$ cat src/rtl/bcd_to_bin_seq.sv
// ---------------------------------------------------------------------------
// bcd_to_bin_seq
//   Sequential multi-digit BCD-to-binary converter. A packed DIGITS-digit BCD
//   word is accepted on an in_valid/in_ready handshake. It is then folded one
//   digit per clock, most significant digit first, as acc = acc*10 + digit.
//   The result is presented on an out_valid/out_ready handshake.
//
//   Optional feature (compile-time macro BCD2BIN_ERR_EN):
//     defined   - any nibble > 9 seen during conversion sets err with the result
//     undefined - no detection logic, err tied low
//   In both builds an invalid nibble contributes a digit value of 0.
//
// Ports
//   clk        in   1           system clock, rising edge
//   rst        in   1           asynchronous, active-high reset
//   in_valid   in   1           bcd_in holds a word to convert
//   in_ready   out  1           controller can accept a word (IDLE)
//   bcd_in     in   4*DIGITS    packed BCD, digit DIGITS-1 in the MS nibble
//   out_valid  out  1           bin_out / err valid (DONE)
//   out_ready  in   1           consumer accepts the result
//   bin_out    out  BIN_W       binary result, 0 while out_valid is low
//   busy       out  1           conversion in progress (CONV)
//   err        out  1           invalid digit seen, valid with out_valid
// ---------------------------------------------------------------------------
module bcd_to_bin_seq #(
  parameter int DIGITS = 4,
  parameter int BIN_W  = 14
) (
  input  logic                  clk,
  input  logic                  rst,
  input  logic                  in_valid,
  output logic                  in_ready,
  input  logic [4*DIGITS-1:0]   bcd_in,
  output logic                  out_valid,
  input  logic                  out_ready,
  output logic [BIN_W-1:0]      bin_out,
  output logic                  busy,
  output logic                  err
);

  typedef enum logic [1:0] {
    IDLE = 2'd0,
    CONV = 2'd1,
    DONE = 2'd2
  } state_t;

  localparam int                CNT_W    = (DIGITS > 1) ? $clog2(DIGITS) : 1;
  localparam logic [CNT_W-1:0]  CNT_LAST = CNT_W'(DIGITS - 1);

  state_t               state;
  state_t               state_nxt;
  logic [CNT_W-1:0]     cnt;
  logic [4*DIGITS-1:0]  sreg;
  logic [BIN_W-1:0]     acc;
  logic [3:0]           nib;
  logic [3:0]           digit;
  logic [BIN_W-1:0]     acc_nxt;

  // Current digit is always the MS nibble; the word shifts up each cycle.
  assign nib = sreg[4*DIGITS-1 -: 4];

  // acc*10 + digit as two shifts and adds. Only the low BIN_W bits of the
  // product survive the final truncation, so computing directly at BIN_W
  // gives the same result as a wider sum that is truncated afterwards.
  always_comb begin
    digit   = (nib <= 4'd9) ? nib : 4'd0;
    acc_nxt = (acc << 3) + (acc << 1) + BIN_W'(digit);
  end

  // NOTE: state and datapath registers use non-blocking (<=) assignments
  // so every flop samples pre-edge values regardless of process order.
  always_ff @(posedge clk or posedge rst) begin
    if (rst) state <= IDLE;
    else     state <= state_nxt;
  end

  // NOTE: state_nxt gets its default before the case, so no path leaves
  // it unassigned and no latch is inferred.
  always_comb begin
    state_nxt = state;
    unique case (state)
      IDLE:    if (in_valid)          state_nxt = CONV;
      CONV:    if (cnt == CNT_LAST)   state_nxt = DONE;
      DONE:    if (out_ready)         state_nxt = IDLE;
      default:                        state_nxt = IDLE;
    endcase
  end

  // Datapath. All of it is reset: a conversion cut short by rst must leave
  // no partial result behind.
  always_ff @(posedge clk or posedge rst) begin
    if (rst) begin
      sreg <= '0;
      acc  <= '0;
      cnt  <= '0;
    end else begin
      case (state)
        IDLE: begin
          if (in_valid) begin
            sreg <= bcd_in;
            acc  <= '0;
            cnt  <= '0;
          end
        end
        CONV: begin
          acc  <= acc_nxt;
          sreg <= sreg << 4;
          cnt  <= cnt + 1'b1;
        end
        default: ;
      endcase
    end
  end

`ifdef BCD2BIN_ERR_EN
  logic err_flag;

  // Sticky per word: cleared on accept, set by any non-decimal nibble.
  always_ff @(posedge clk or posedge rst) begin
    if (rst) begin
      err_flag <= 1'b0;
    end else if (state == IDLE && in_valid) begin
      err_flag <= 1'b0;
    end else if (state == CONV && nib > 4'd9) begin
      err_flag <= 1'b1;
    end
  end

  assign err = (state == DONE) && err_flag;
`else
  assign err = 1'b0;
`endif

  assign in_ready  = (state == IDLE);
  assign busy      = (state == CONV);
  assign out_valid = (state == DONE);
  assign bin_out   = (state == DONE) ? acc : '0;

endmodule

$ cat config.mk
export PLATFORM = sky130hd
export DESIGN_NAME = bcd_to_bin_seq
export DESIGN_NICKNAME = d
export VERILOG_FILES = /design/src/rtl/bcd_to_bin_seq.sv
export SDC_FILE = /design/constraint.sdc
export NUM_CORES = 1
export LEC_CHECK = 0
export CAP_MARGIN = 20
export CORE_MARGIN = 4
export CORE_UTILIZATION = 45
export CTS_CLUSTER_DIAMETER = 80
export DETAILED_ROUTE_END_ITERATION = 12
export PLACE_DENSITY = 0.78
export SLEW_MARGIN = 20
export SYNTH_ARGS = -nofsm -noshare
export SYNTH_HDL_FRONTEND = slang
export SYNTH_SLANG_ARGS = --single-unit
$ cat constraint.sdc
create_clock -name clk -period 2.63 [get_ports clk]
set_input_delay 0.3945 -clock clk [delete_from_list [all_inputs] [get_ports clk]]
set_output_delay 0.3945 -clock clk [all_outputs]
set_load 0.01 [all_outputs]
Yosys cells after proc, flatten, opt, wreduce, memory -nomap -nowiden
Index checks and enable logic that the tools add are counted.
{"block": "classes", "n_addsub": 3, "n_mul": 0, "div_mod_pow": 0, "magnitude_cmp": 1, "n_eq_ne": 6, "shifts": 0, "muxes": 12, "bitwise_logic": 0, "reduce_logical": 4}
{"cell": "one-hot mux 16 bit (2 select lines)", "count": 1}
{"cell": "2-to-1 mux 14 bit", "count": 2}
{"cell": "one-hot mux 14 bit (2 select lines)", "count": 1}
{"cell": "2-to-1 mux 16 bit", "count": 1}
{"cell": "adder 14 bit", "count": 1}
{"cell": "adder 14 x 4 -> 14 bit", "count": 1}
{"cell": "2-to-1 mux 2 bit", "count": 4}
{"cell": "one-hot mux 2 bit (3 select lines)", "count": 1}
{"cell": "equality test 2 bit, second input constant", "count": 2}
{"cell": "less-or-equal comparator 4 bit, second input constant", "count": 1}
{"cell": "2-to-1 mux 4 bit", "count": 1}
{"cell": "!= test 2 x 1 -> 1 bit, second input constant", "count": 2}
{"cell": "one-hot mux 2 bit (2 select lines)", "count": 1}
{"cell": "AND reduction 3 bit", "count": 1}
{"cell": "adder 2 x 1 -> 2 bit, second input constant", "count": 1}
{"cell": "equality test 2 x 1 -> 1 bit, second input constant", "count": 1}
{"cell": "logical NOT 2 bit", "count": 1}
{"cell": "!= test 2 bit, second input constant", "count": 1}
{"cell": "AND reduction 2 bit", "count": 1}
{"cell": "nonzero test 2 bit", "count": 1}
{"block": "word_totals", "reg_bits": 34, "latch_bits": 0, "ramBits": 0, "romBits": 0, "inputBits": 20, "output_inout_bits": 18, "elab_cells": 30, "memories": 0}

Logic depth before layout (Yosys ltp)
{"block": "logic_depth", "depth_word": 4, "depth_mapped": 10, "mapped_depth_nobuf": 10}

Worst setup path before layout
No wires, ideal clock.
{"block": "synth_path", "path_kind": "reg-to-reg", "start": "register sreg[13]", "end": "register acc[10]", "setup_ps": 129, "arrival_time_ps": 2279, "required_ps": 2501, "path_slack_ps": 222, "stages_incl_launch_ff": 11, "path_buffers": 0, "period_less_slack_ps": 2408, "cell_sequence": "dfrtp_1 > nor2_1 > nand2_1 > fa_1 > inv_1 > fa_1 > a21oi_2 > o21ai_2 > a211oi_1 > nor3_1 > nand3b_1"}
{"block": "synth_between", "elab_chain_len": 4}
{"element": "start: declaration", "line_no": "53", "rtl": "logic [4*DIGITS-1:0] sreg;"}
{"element": "start signal: assignment", "line_no": "100", "rtl": "sreg <= bcd_in;"}
{"element": "start signal: assignment", "line_no": "107", "rtl": "sreg <= sreg << 4;"}
{"element": "less-or-equal comparator 4 bit", "line_no": "66", "rtl": "digit = (nib <= 4'd9) ? nib : 4'd0;"}
{"element": "2-to-1 mux 4 bit *", "line_no": "66"}
{"element": "adder 14 x 4 -> 14 bit *", "line_no": "67", "rtl": "acc_nxt = (acc << 3) + (acc << 1) + BIN_W'(digit);"}
{"element": "one-hot mux 14 bit (2 select lines) *", "line_no": "97", "rtl": "case (state)"}
{"element": "end signal: assignment", "line_no": "106", "rtl": "acc <= acc_nxt;"}
{"element": "end: declaration", "line_no": "54", "rtl": "logic [BIN_W-1:0] acc;"}
Every way passes the cells marked *; elsewhere a longest branch is shown, timed or not.
A chain may end at the register's enable or synchronous reset.

Final worst setup path
{"block": "layout_path", "start": "register sreg[13]", "end": "register acc[13]"}
The elaborated chain is that of the path after synthesis.

==> flow_summary.yaml <==
status:
  outcome: "completed"
logic_synthesis:
  post_synth_inst_count: 249
  async_set_or_reset_register_ratio_after_synthesis_pct: 100.0
  yosys.area_share.simple_pct: 19.05
  synth_seq_area_share_pct: 36.07
  synthMuxAreaShare_pct: 0
  parity_gate_share_of_the_synthesized_area_counting_xor_and_xnor_cells_pct: 2.971
  synth_area_per_cell_um2: 9.472
  synth_seq_cells: 34
  synth_fp_nets: 294
  synth_top_family_by_area: "compound AO/OA/AOI/OAI gates"
  adder_cell_fraction_of_synth_area_pct: 13.90
  syn_area_mm2: 0.002359
  yosys_warn_count: 0
  synth_cell_types: 50
  number_of_flops_mapped_to_enable_cells_by_yosys: 0
  compound_gate_fraction_of_synth_area_pct: 22.44
  synth_ff_type: "dfrtp_1"
global_routing:
  grt_pass1_vias: 1917
  gr-total-overflow: 0
  grt_pass1_wl_um: 8804
  maximum_number_of_pins_on_one_net_before_global_route_repair: 35
  antenna_violations_before_repair: 0
  gr-usage-all-layers_pct: 17.47
sta:
  final_hold_viol_count: 0
  rsz0062_at_grt: "no"
  fin_crit_sh_pct: 93.13
  final_max_slew_viol_count: 0
  setup_viol_count_final: 0
  final.min_clock_period_ps: 2449
  achievable-frequency_mhz: 408.3
  setup_tns_ps: 0
  skew_ps: 7.504
floorplan:
  floorplan.die.width_um: 80.40
  floorplan.rows: 26
  starting_density_of_the_core_pct: 46.18
  boundaryPins: 38
  die_outline_area_mm2: 0.006463
  die_y_um: 80.40
  core_area_mm2: 0.005107
finish:
  num-nets-final: 333
  antennaDiodeCount: 0
  final_core_util_pct: 57.23
  share_of_post_route_cells_with_drive_strength_above_1_pct: 11.11
  synth_to_final_area_change_pct: 23.93
pwr:
  total_leakage_power_nw: 1.350
  irDropWorstVdd_v: 0.0004458
  total_power_mw: 3.249
  p_per_area_mw_per_mm2: 1112
detailed_routing:
  met2_wirelength_um: 2411
  wl_met1_um: 2278
  routed_wl_um: 5041
  drtAntennaViolNets: 0
  drt-wirelength-per-cell_um: 14.08
  met3_wirelength_um: 246
  drt_first_pass_iters: 4
  route.detailed.drc: 0
  vias: 1899
  via_to_cell_ratio: 5.304
  drtIter0Drc: 117
  top_signal_layer_used: "met4"
setup_path:
  crit_start: "sreg[13]$_DFFE_PP0P_"
  type_of_the_setup_path_with_the_least_slack: "flip-flop to flip-flop"
  cp.arrival_ps: 2630
  timing.reg2reg.worst_path_depth: 10
  cp.required_ps: 2810
  crit_path_top_delay_cell: "fa_1"
  worstSetupEndpointType: "flip-flop"
  worst_r2r_dst: "acc[13]$_DFFE_PP0P_"
  critical-path-top-delay-family: "compound AO/OA/AOI/OAI gates"
  critical_path.max_stage_delay_ps: 490
  worst-r2r-setup-slack_ps: 180
  timing.critical_path.fanout_max: 4
  crit_buf_inv: 1
  r2r-start: "sreg[13]$_DFFE_PP0P_"
  cp_cell_sequence: "nor2_1, nand2_1, fa_1, inv_1, ha_1, a21oi_2, o211ai_2, a2111oi_4, o21ai_1, o311ai_1"
  cp_startpoint_kind: "flip-flop"
clock_network:
  worst_setup_hold_path_clk_slew_ps: 70
  cts_made_buffers: 5
  cts_setup_buffers: 0
  htreeDepth: 2
  cts_max_path_buffers: 2
  clock-sinks: 34
  clock_insertion_delay_worst_skew_ps: 290
  cts_tree: "built"
  cts-root-buf: "clkbuf_8"
min_path:
  hold_path_depth: 2
  hold_start: "sreg[12]$_DFFE_PP0P_"
  hold_end: "sreg[12]$_DFFE_PP0P_"
  hold_path.class: "flip-flop to flip-flop"
placed_design:
  io_buffers: 36
  post-dp-hpwl_um: 3674
  gpl.final_weighted_congestion: 0.9148
job:
  maxCapViolCount: 0
[cells in the final DEF (no fill, tap or decap), drive strengths merged, types with 2 or more instances in the layout]
master and count:
xnor2 4, ha 23, o21ai 24, and2 15, o211ai 2, o31a 2, dfrtp 34, a21oi 20
fa 2, nor3 2, nand2 27, clkbuf 6, xor2 4, nor2b 6, inv 11, o22ai 2
o21bai 2, a21o 2, nand3 4, nor2 10, buf 10, o21a 2, nand3b 2, o2111ai 2
clkdlybuf4s50 36, a22o 9, and3b 11
[sequential cells by signal, indices dropped and copies added, names as in the netlist]
register  count
sreg         16
acc          14
cnt           2
state         2
[metal layers]
layer | up-vias | track usage [%]
met2 | 49 | 28.64
li1 | 959 | -
met5 | - | 0
met4 | 0 | 6.081
met1 | 880 | 22.35
met3 | 11 | 4.260
[cell families after synthesis]
logic type | after synthesis
DFF | 34
buffers and inverters | 25
adders and majority gates | 25
AOI/OAI and AO/OA | 75
other | 1
xor gates and xnor gates | 8
and+or+nand+nor | 81
[through the flow]
stage          area (µm²)  worst slack [ps]  hold slack, ps  std cells
2_1_floorplan        2359             221.6           447.8        249
3_3_place_gp         2799             140.9           460.6        351
3_5_place_dp         2799             65.67           471.0        351
4_1_cts              2912            0.8604           486.7        358
5_1_grt              2923             14.32           522.4        358
6_report             2923             180.7           487.1        358
[synthesized netlist by cell type (3+ instances only)]
| cell | instances | area [µm²] |
|---|---|---|
| dfrtp_1 | 34 | 850.8 |
| nor2b_1 | 6 | 37.54 |
| nor2_1 | 10 | 37.54 |
| buf_2 | 7 | 35.03 |
| a22o_1 | 9 | 78.83 |
| inv_1 | 11 | 41.29 |
| nand2_1 | 27 | 101.4 |
| clkbuf_1 | 3 | 11.26 |
| xor2_1 | 4 | 35.03 |
| a21oi_1 | 18 | 90.09 |
| and2_1 | 15 | 93.84 |
| ha_1 | 23 | 287.8 |
| nand3_1 | 4 | 20.02 |
| xnor2_1 | 4 | 35.03 |
| and3b_1 | 11 | 96.34 |
| o21ai_0 | 21 | 105.1 |
[worst max path at each step]
stage	endpoint	slack (ps)	depth (start not counted)
after global routing	acc[11]$_DFFE_PP0P_	10	10
after CTS	acc[10]$_DFFE_PP0P_	0.9	10
after floorplan	acc[10]$_DFFE_PP0P_	220	10
after global placement	acc[10]$_DFFE_PP0P_	140	10
final	acc[13]$_DFFE_PP0P_	180	10
after detailed placement	acc[10]$_DFFE_PP0P_	70	10
[cell type report]
class,instances,area [µm²]
Inverter,11,41.29
Clock buffer,6,82.58
Sequential cell,34,850.8
Timing Repair Buffer,46,435.4
Multi-Input combinational cell,190,1395
Fill cell,474,2185
Tap cell,70,87.58
Clock inverter,1,30.03
[report_power, final]
group,leakage (nW),switching [mW],internal [mW]
Sequential,0.438,0.166,0.745
Combinational,0.855,1.02,0.821
Clock,0.0573,0.193,0.303
Total,1.35,1.38,1.87
[timing repair]
| action | CTS | global route |
|---|---|---|
| gates resized for setup | 0 | 3 |
| setup endpoints to repair | 0 | 5 |
| hold buffers | 0 | 0 |
[tightest hold or removal path: stages (launching register included)]
cell     delay (ps)
dfrtp_1         350
nand2_1          50
o21ai_0          60
No activity file was read; power rests on OpenSTA's default activity.
